File: src/rtl/piso_serial_tx_pkg.sv
// piso_serial_tx_pkg: state codes and bit-order encodings shared by the transmitter and its matching receiver.
package piso_serial_tx_pkg;
    typedef enum logic {ST_IDLE = 1'b0, ST_SHIFT = 1'b1} state_t;
    localparam logic DIR_MSB_FIRST = 1'b0;
    localparam logic DIR_LSB_FIRST = 1'b1;
endpackage

File: src/rtl/piso_serial_tx_bit_timer.sv
// piso_serial_tx_bit_timer: bit-period counter; tick marks the last clk cycle of each bit period.
module piso_serial_tx_bit_timer #(
    parameter int BIT_CYCLES = 1
) (
    input  logic clk,
    input  logic clrb,
    input  logic run,
    output logic tick
);
    localparam int CW = BIT_CYCLES > 1 ? $clog2(BIT_CYCLES) : 1;
    localparam logic [CW-1:0] LAST_CYC = CW'(BIT_CYCLES - 1);
    logic [CW-1:0] cyc_cnt_q, cyc_cnt_d;
    always_comb begin
        tick = run && cyc_cnt_q == LAST_CYC;
        cyc_cnt_d = (!run || tick) ? '0 : cyc_cnt_q + 1'b1;
    end
    always_ff @(posedge clk or negedge clrb) begin
        if (!clrb) cyc_cnt_q <= '0;
        else cyc_cnt_q <= cyc_cnt_d;
    end
endmodule

File: src/rtl/piso_serial_tx.sv
// piso_serial_tx: parallel-in/serial-out word transmitter with valid/ready input and per-bit strobe.
module piso_serial_tx
    import piso_serial_tx_pkg::*;
#(
    parameter int   WIDTH      = 4,
    parameter int   BIT_CYCLES = 1,
    parameter logic IDLE_LEVEL = 1'b0
) (
    input  logic             clk,
    input  logic             clrb,
    input  logic [WIDTH-1:0] in_data,
    input  logic             in_valid,
    output logic             in_ready,
    input  logic             dir,
    output logic             sdo,
    output logic             sdo_en,
    output logic             busy,
    output logic             done
);
    localparam int BW = $clog2(WIDTH);
    localparam logic [BW-1:0] LAST_BIT = BW'(WIDTH - 1);
    state_t state_q, state_d;
    logic [WIDTH-1:0] shreg_q, shreg_d;
    logic [BW-1:0] bit_cnt_q, bit_cnt_d;
    logic dir_q, dir_d, sdo_q, sdo_d;
    logic run, tick, last, accept;
    assign run = state_q == ST_SHIFT;
    piso_serial_tx_bit_timer #(.BIT_CYCLES(BIT_CYCLES)) u_timer (
        .clk  (clk),
        .clrb (clrb),
        .run  (run),
        .tick (tick)
    );
    always_comb begin
        sdo_en = run && tick;
        last = sdo_en && bit_cnt_q == LAST_BIT;
        in_ready = !run || last;
        accept = in_valid && in_ready;
        busy = run;
        done = last;
        sdo = sdo_q;
        state_d = state_q;
        shreg_d = shreg_q;
        dir_d = dir_q;
        bit_cnt_d = bit_cnt_q;
        sdo_d = sdo_q;
        // The first bit is loaded straight from in_data so it appears the cycle after accept.
        if (accept) begin
            state_d = ST_SHIFT;
            shreg_d = in_data;
            dir_d = dir;
            bit_cnt_d = '0;
            sdo_d = dir == DIR_LSB_FIRST ? in_data[0] : in_data[WIDTH-1];
        end else if (last) begin
            state_d = ST_IDLE;
            bit_cnt_d = '0;
            sdo_d = IDLE_LEVEL;
        end else if (sdo_en) begin
            shreg_d = dir_q == DIR_LSB_FIRST ? shreg_q >> 1 : shreg_q << 1;
            sdo_d = dir_q == DIR_LSB_FIRST ? shreg_q[1] : shreg_q[WIDTH-2];
            bit_cnt_d = bit_cnt_q + 1'b1;
        end
    end
    always_ff @(posedge clk or negedge clrb) begin
        if (!clrb) begin
            state_q <= ST_IDLE;
            shreg_q <= '0;
            dir_q <= DIR_MSB_FIRST;
            bit_cnt_q <= '0;
            sdo_q <= IDLE_LEVEL;
        end else begin
            state_q <= state_d;
            shreg_q <= shreg_d;
            dir_q <= dir_d;
            bit_cnt_q <= bit_cnt_d;
            sdo_q <= sdo_d;
        end
    end
endmodule

File: config.mk
export PLATFORM = sky130hd
export DESIGN_NAME = piso_serial_tx
export DESIGN_NICKNAME = d
export VERILOG_FILES = /design/src/rtl/piso_serial_tx_pkg.sv /design/src/rtl/piso_serial_tx_bit_timer.sv /design/src/rtl/piso_serial_tx.sv
export SDC_FILE = /design/constraint.sdc
export NUM_CORES = 1
export LEC_CHECK = 0
export CORE_MARGIN = 4
export CORE_UTILIZATION = 32
export CTS_BUF_LIST = sky130_fd_sc_hd__clkbuf_2
export DETAILED_ROUTE_END_ITERATION = 16
export MAX_ROUTING_LAYER = met4
export PLACE_DENSITY_LB_ADDON = 0.15
export REMOVE_ABC_BUFFERS = 1
export SYNTH_ARGS = -nofsm -noshare
export SYNTH_HDL_FRONTEND = slang
export SYNTH_SLANG_ARGS = --single-unit
File: constraint.sdc
create_clock -name clk -period 3.8 [get_ports clk]
set_clock_uncertainty 0.05 [all_clocks]
set_input_delay 0.76 -clock clk [delete_from_list [all_inputs] [get_ports clk]]
set_output_delay 0.76 -clock clk [all_outputs]
set_load 0.02 [all_outputs]
# Word level (Yosys, flattened, before mapping)

Cells that the tools add are included.

$add $sub $neg: 2
Equal/unequal tests: 2
Multiplexer cells: 15
Bitwise logic cells: 1
Reduce and logical (&&, ||, !) cells: 11

Operators by type and width:

| kind                                                                    | number |
|---|---|
| 4-bit two-way mux                                                       | 4 |
| 1-bit two-way mux                                                       | 8 |
| 2-bit two-way mux                                                       | 3 |
| 1-bit logical AND                                                       | 4 |
| 2-bit nonzero test                                                      | 2 |
| 3-bit nonzero test                                                      | 1 |
| 2-bit by 1-bit adder with 2-bit output, second input constant           | 1 |
| 2-bit equality test, second input constant                              | 1 |
| 1-bit logical OR                                                        | 2 |
| 2-bit by 1-bit inequality test with 1-bit output, second input constant | 1 |
| 2-bit AND reduction                                                     | 1 |
| 1-bit adder, second input constant                                      | 1 |
| 1-bit zero test                                                         | 1 |
| 1-bit inverter                                                          | 1 |

Bits in registers: 10
Input bits: 8
Output and inout port bits: 5
Word-level logic and storage cells: 37

# Depth between registers and ports, before layout

Word-level depth: 8
Mapped depth: 5
Depth with buffers taken out: 5

# By module

Synthesis repeated with hierarchy kept, for this count alone.

Cell total of the unflattened synthesis: 56
Area, all modules: 555.5 um^2

Modules (own cells, without submodules):

| module                   | times used | cells an instance | area an instance (um^2) | seq. area each (um^2) |
|---|---|---|---|---|
| piso_serial_tx           | 1          | 53                | 513.0                   | 225.2 |
| piso_serial_tx_bit_timer | 1          | 3                 | 42.5                    | 25.0 |

# Worst setup path before layout

No wires, ideal clock.

Path type: reg-to-output
Start point: reg bit_cnt_q[0]
End point: out in_ready
Arrival time: 1.068 ns
Required time: 2.990 ns
Slack: 1.922 ns
Stages on the path, launching flop included: 4
Buffers on the path: 0
Cells stage by stage: dfrtp_1 > ha_1 > nor2b_2 > or2b_1

Cells in the longest elaborated chain, start to end: 3

Ends and longest elaborated chain:

| element                  | RTL line             | source |
|---|---|---|
| start: declaration       | piso_serial_tx.sv:24 | `logic [BW-1:0] bit_cnt_q, bit_cnt_d;` |
| start signal: assignment | piso_serial_tx.sv:75 | `bit_cnt_q <= bit_cnt_d;` |
| 2-bit equality test      | piso_serial_tx.sv:36 | `last = sdo_en && bit_cnt_q == LAST_BIT;` |
| 1-bit logical AND        | piso_serial_tx.sv:36 |  |
| 1-bit logical OR         | piso_serial_tx.sv:37 | `in_ready = !run \|\| last;` |
| end: declaration         | piso_serial_tx.sv:13 | `output logic in_ready,` |

No other way between the ends.

# Final worst setup path

Same ends and word-level chain as after synthesis.

==> impl_metrics.env <==
export IMPL_portBuffers=12
export IMPL_overflow=0
export IMPL_syn_to_final_growth_pct=29.1
export IMPL_yosys_register_bits=10
export IMPL_rsz0062_at_grt="no"
export IMPL_powerDensity_mw_per_mm2=644
export IMPL_finalHoldViolCount=0
export IMPL_cts_resized=0
export IMPL_peakVddDrop_mv=0.227
export IMPL_ioPinCount=13
export IMPL_synth_compound_area_frac=0.162
export IMPL_rr_endpoint="dir_q"
export IMPL_grt_total_usage=0.110
export IMPL_endpoint_kind="output port"
export IMPL_synth_main_ff_cell="dfrtp_1"
export IMPL_async_flop_share=1.00
export IMPL_whs_ns=0.444
export IMPL_finalCritPeriodShare=0.706
export IMPL_cts_tree="done"
export IMPL_htree_num_levels=1
export IMPL_power_w=0.000443
export IMPL_yosys_warnings=0
export IMPL_slowest_delay_ns=0.55
export IMPL_status="finished clean"
export IMPL_clk_latency_ns=0.26
export IMPL_multiInputGateArea_um2=279
export IMPL_numCtsBuffers=3
export IMPL_avgSynthCellArea_um2=10.7
export IMPL_r2r_slack_ns=2.20
export IMPL_synth_adder_area_share=0.0235
export IMPL_p_leak_nw=0.314
export IMPL_grt_pass1_wl_um=1920
export IMPL_grt_start_max_net_pins=11
export IMPL_cts_hold_buf=0
export IMPL_grt_pass1_vias=422
export IMPL_clockBufferDepth=2
export IMPL_synth_mux_area_frac=0.138
export IMPL_seq_area_frac_synth=0.469
export IMPL_period_needed_ns=2.68
export IMPL_synth_simple_area_share=0.176
export IMPL_critPathSlowestCell="clkdlybuf4s50_1"
export IMPL_ctsRootBufferMaster="clkbuf_2"
export IMPL_setup_viol=0
export IMPL_path_class="reg -> out"
export IMPL_crit_chain="ha_1 > nor2b_2 > or2b_1 > clkdlybuf4s50_1"
export IMPL_fillers=157
export IMPL_core_area_mm2=0.00154
export IMPL_final_max_slew_viol_count=0
export IMPL_synth_area_um2=533
export IMPL_critPathCapture="in_ready"
export IMPL_dp_hpwl_um=788
export IMPL_post_cts_buffers=0
export IMPL_drtPass1Iterations=2
export IMPL_clock_sinks=10
export IMPL_synth_top_family_by_area="simple AND/OR/NAND/NOR gates"
export IMPL_start_util=0.346
export IMPL_min_path_type="reg -> reg"
export IMPL_reg2reg_depth=4
export IMPL_wl_um=1060
export IMPL_layout_drive_gt1_share=0.185
export IMPL_register_area_um2=250
export IMPL_setup_worst_path_start="bit_cnt_q[0]"
export IMPL_tns_ns=0
export IMPL_yosysMostFrequentCell="dfrtp_1"
export IMPL_synth_top_area_frac=0.469
export IMPL_required_ns=2.99
export IMPL_synthCells=50
export IMPL_critPathArrivalTime_ns=1.87
export IMPL_antennaDiodeCount=0
export IMPL_synth_distinct_cells=24
export IMPL_yosys_area_top_type="dfrtp_1"
export IMPL_crit_path_start_kind="flop"
export IMPL_ant_nets=0
export IMPL_cp_max_fo=3
export IMPL_synth_edf_count=0
export IMPL_via_per_inst=4.86
export IMPL_die_area_mm2=0.00238
export IMPL_die_w_um=48.8
export IMPL_clk_pin_slew_ns=0.10
export IMPL_vias=394
export IMPL_synthTopCellsByCount="10 x dfrtp_1, 7 x nand2_1, 4 x mux2i_1"
export IMPL_fp_dieH_um=48.8
export IMPL_nets=76
export IMPL_antenna_found_initial=0
export IMPL_gp_congestion=0.695
export IMPL_drtIter0Drc=7
export IMPL_synth_top_cells_by_area="dfrtp_1 47%, mux2i_1 7.5%, mux2_2 6.3%"
export IMPL_timing_rr_start="bit_cnt_q[0]"
export IMPL_max_clock_freq_mhz=373
export IMPL_fp_row_count=14
export IMPL_maxCapViolCount=0
export IMPL_wl_per_cell_um=13.1
export IMPL_drc=0
export IMPL_synth_xor_area_frac=0.0164
[flip-flops by register name, indices dropped and copies added, names as in the netlist]
register	count
busy	1
sdo	1
dir_q	1
bit_cnt_q	2
shreg_q	4
u_timer.cyc_cnt_q	1
[cells by family (layout without fill, tap and decap cells)]
family | count (synthesis) | in the layout
compound gates | 12 | 12
xor+xnor | 1 | 1
fa+ha+maj | 1 | 1
buf+inv | 1 | 16
flops | 10 | 10
mux | 7 | 7
other cells | 1 | 1
simple gates | 17 | 17
[cells in the final DEF, fill, tap and decap left out]
master,n
conb_1,1
ha_1,1
nand3_1,1
o21ai_2,1
o21ai_4,1
a21oi_1,2
nor2_1,1
nand2_1,7
a211oi_1,1
o21ai_0,2
o211ai_2,1
and2_1,1
clkbuf_2,3
or2b_1,1
clkdlybuf4s50_1,12
a31oi_1,1
nor2b_2,1
or4_4,1
inv_2,1
o21ai_1,3
mux2_2,3
xnor2_1,1
nor2b_1,3
nand2b_1,1
mux2i_1,4
dfrtp_1,10
[final cells by class]
type / count / share of cell area
Clock buffer: 3 / 0.0218
Tap cell: 16 / 0.0291
Sequential cell: 10 / 0.364
Timing Repair Buffer: 12 / 0.175
Inverter: 1 / 0.00545
Multi-Input combinational cell: 39 / 0.405
[worst min path at each step]
stage	depth (start not counted)	slack [ns]	startpoint	end
2_1_floorplan	2	0.40	shreg_q[3]	shreg_q[3]
3_3_place_gp	2	0.42	shreg_q[3]	shreg_q[3]
3_5_place_dp	2	0.43	sdo	sdo
4_1_cts	2	0.45	sdo	sdo
5_1_grt	2	0.48	sdo	sdo
6_report	2	0.44	sdo	sdo
[critical path: cells and delay by family, from the launching register on]
| family | cells | cell delay, ns |
|---|---|---|
| flops | 1 | 0.40 |
| fa+ha+maj | 1 | 0.23 |
| buf+inv | 1 | 0.55 |
| simple gates | 2 | 0.43 |
[layer usage]
layer / part of all wire / GRT usage
met5: 0 / -
met4: 0.029 / 0.0807
met3: 0.073 / 0.0489
met2: 0.41 / 0.135
met1: 0.49 / 0.140
[where the power goes]
group          switching [W]  leakage, nW   total, W  internal [W]
Sequential         0.0000326        0.121   0.000181      0.000148
Clock              0.0000384       0.0125  0.0000599     0.0000215
Combinational      0.0000959        0.180   0.000203      0.000107
Total               0.000167        0.314   0.000443      0.000276
[per-stage QoR]
stage	cells	cell area (µm²)	setup slack (ns)	util
finish	81	688	1.12	0.446
global route	81	688	1.03	0.446
CTS	81	688	1.10	0.446
detailed placement	78	673	1.41	0.437
global placement	78	673	1.42	0.437
floorplan	50	533	1.92	-
Note: power is estimated with default switching activity, not from simulation.
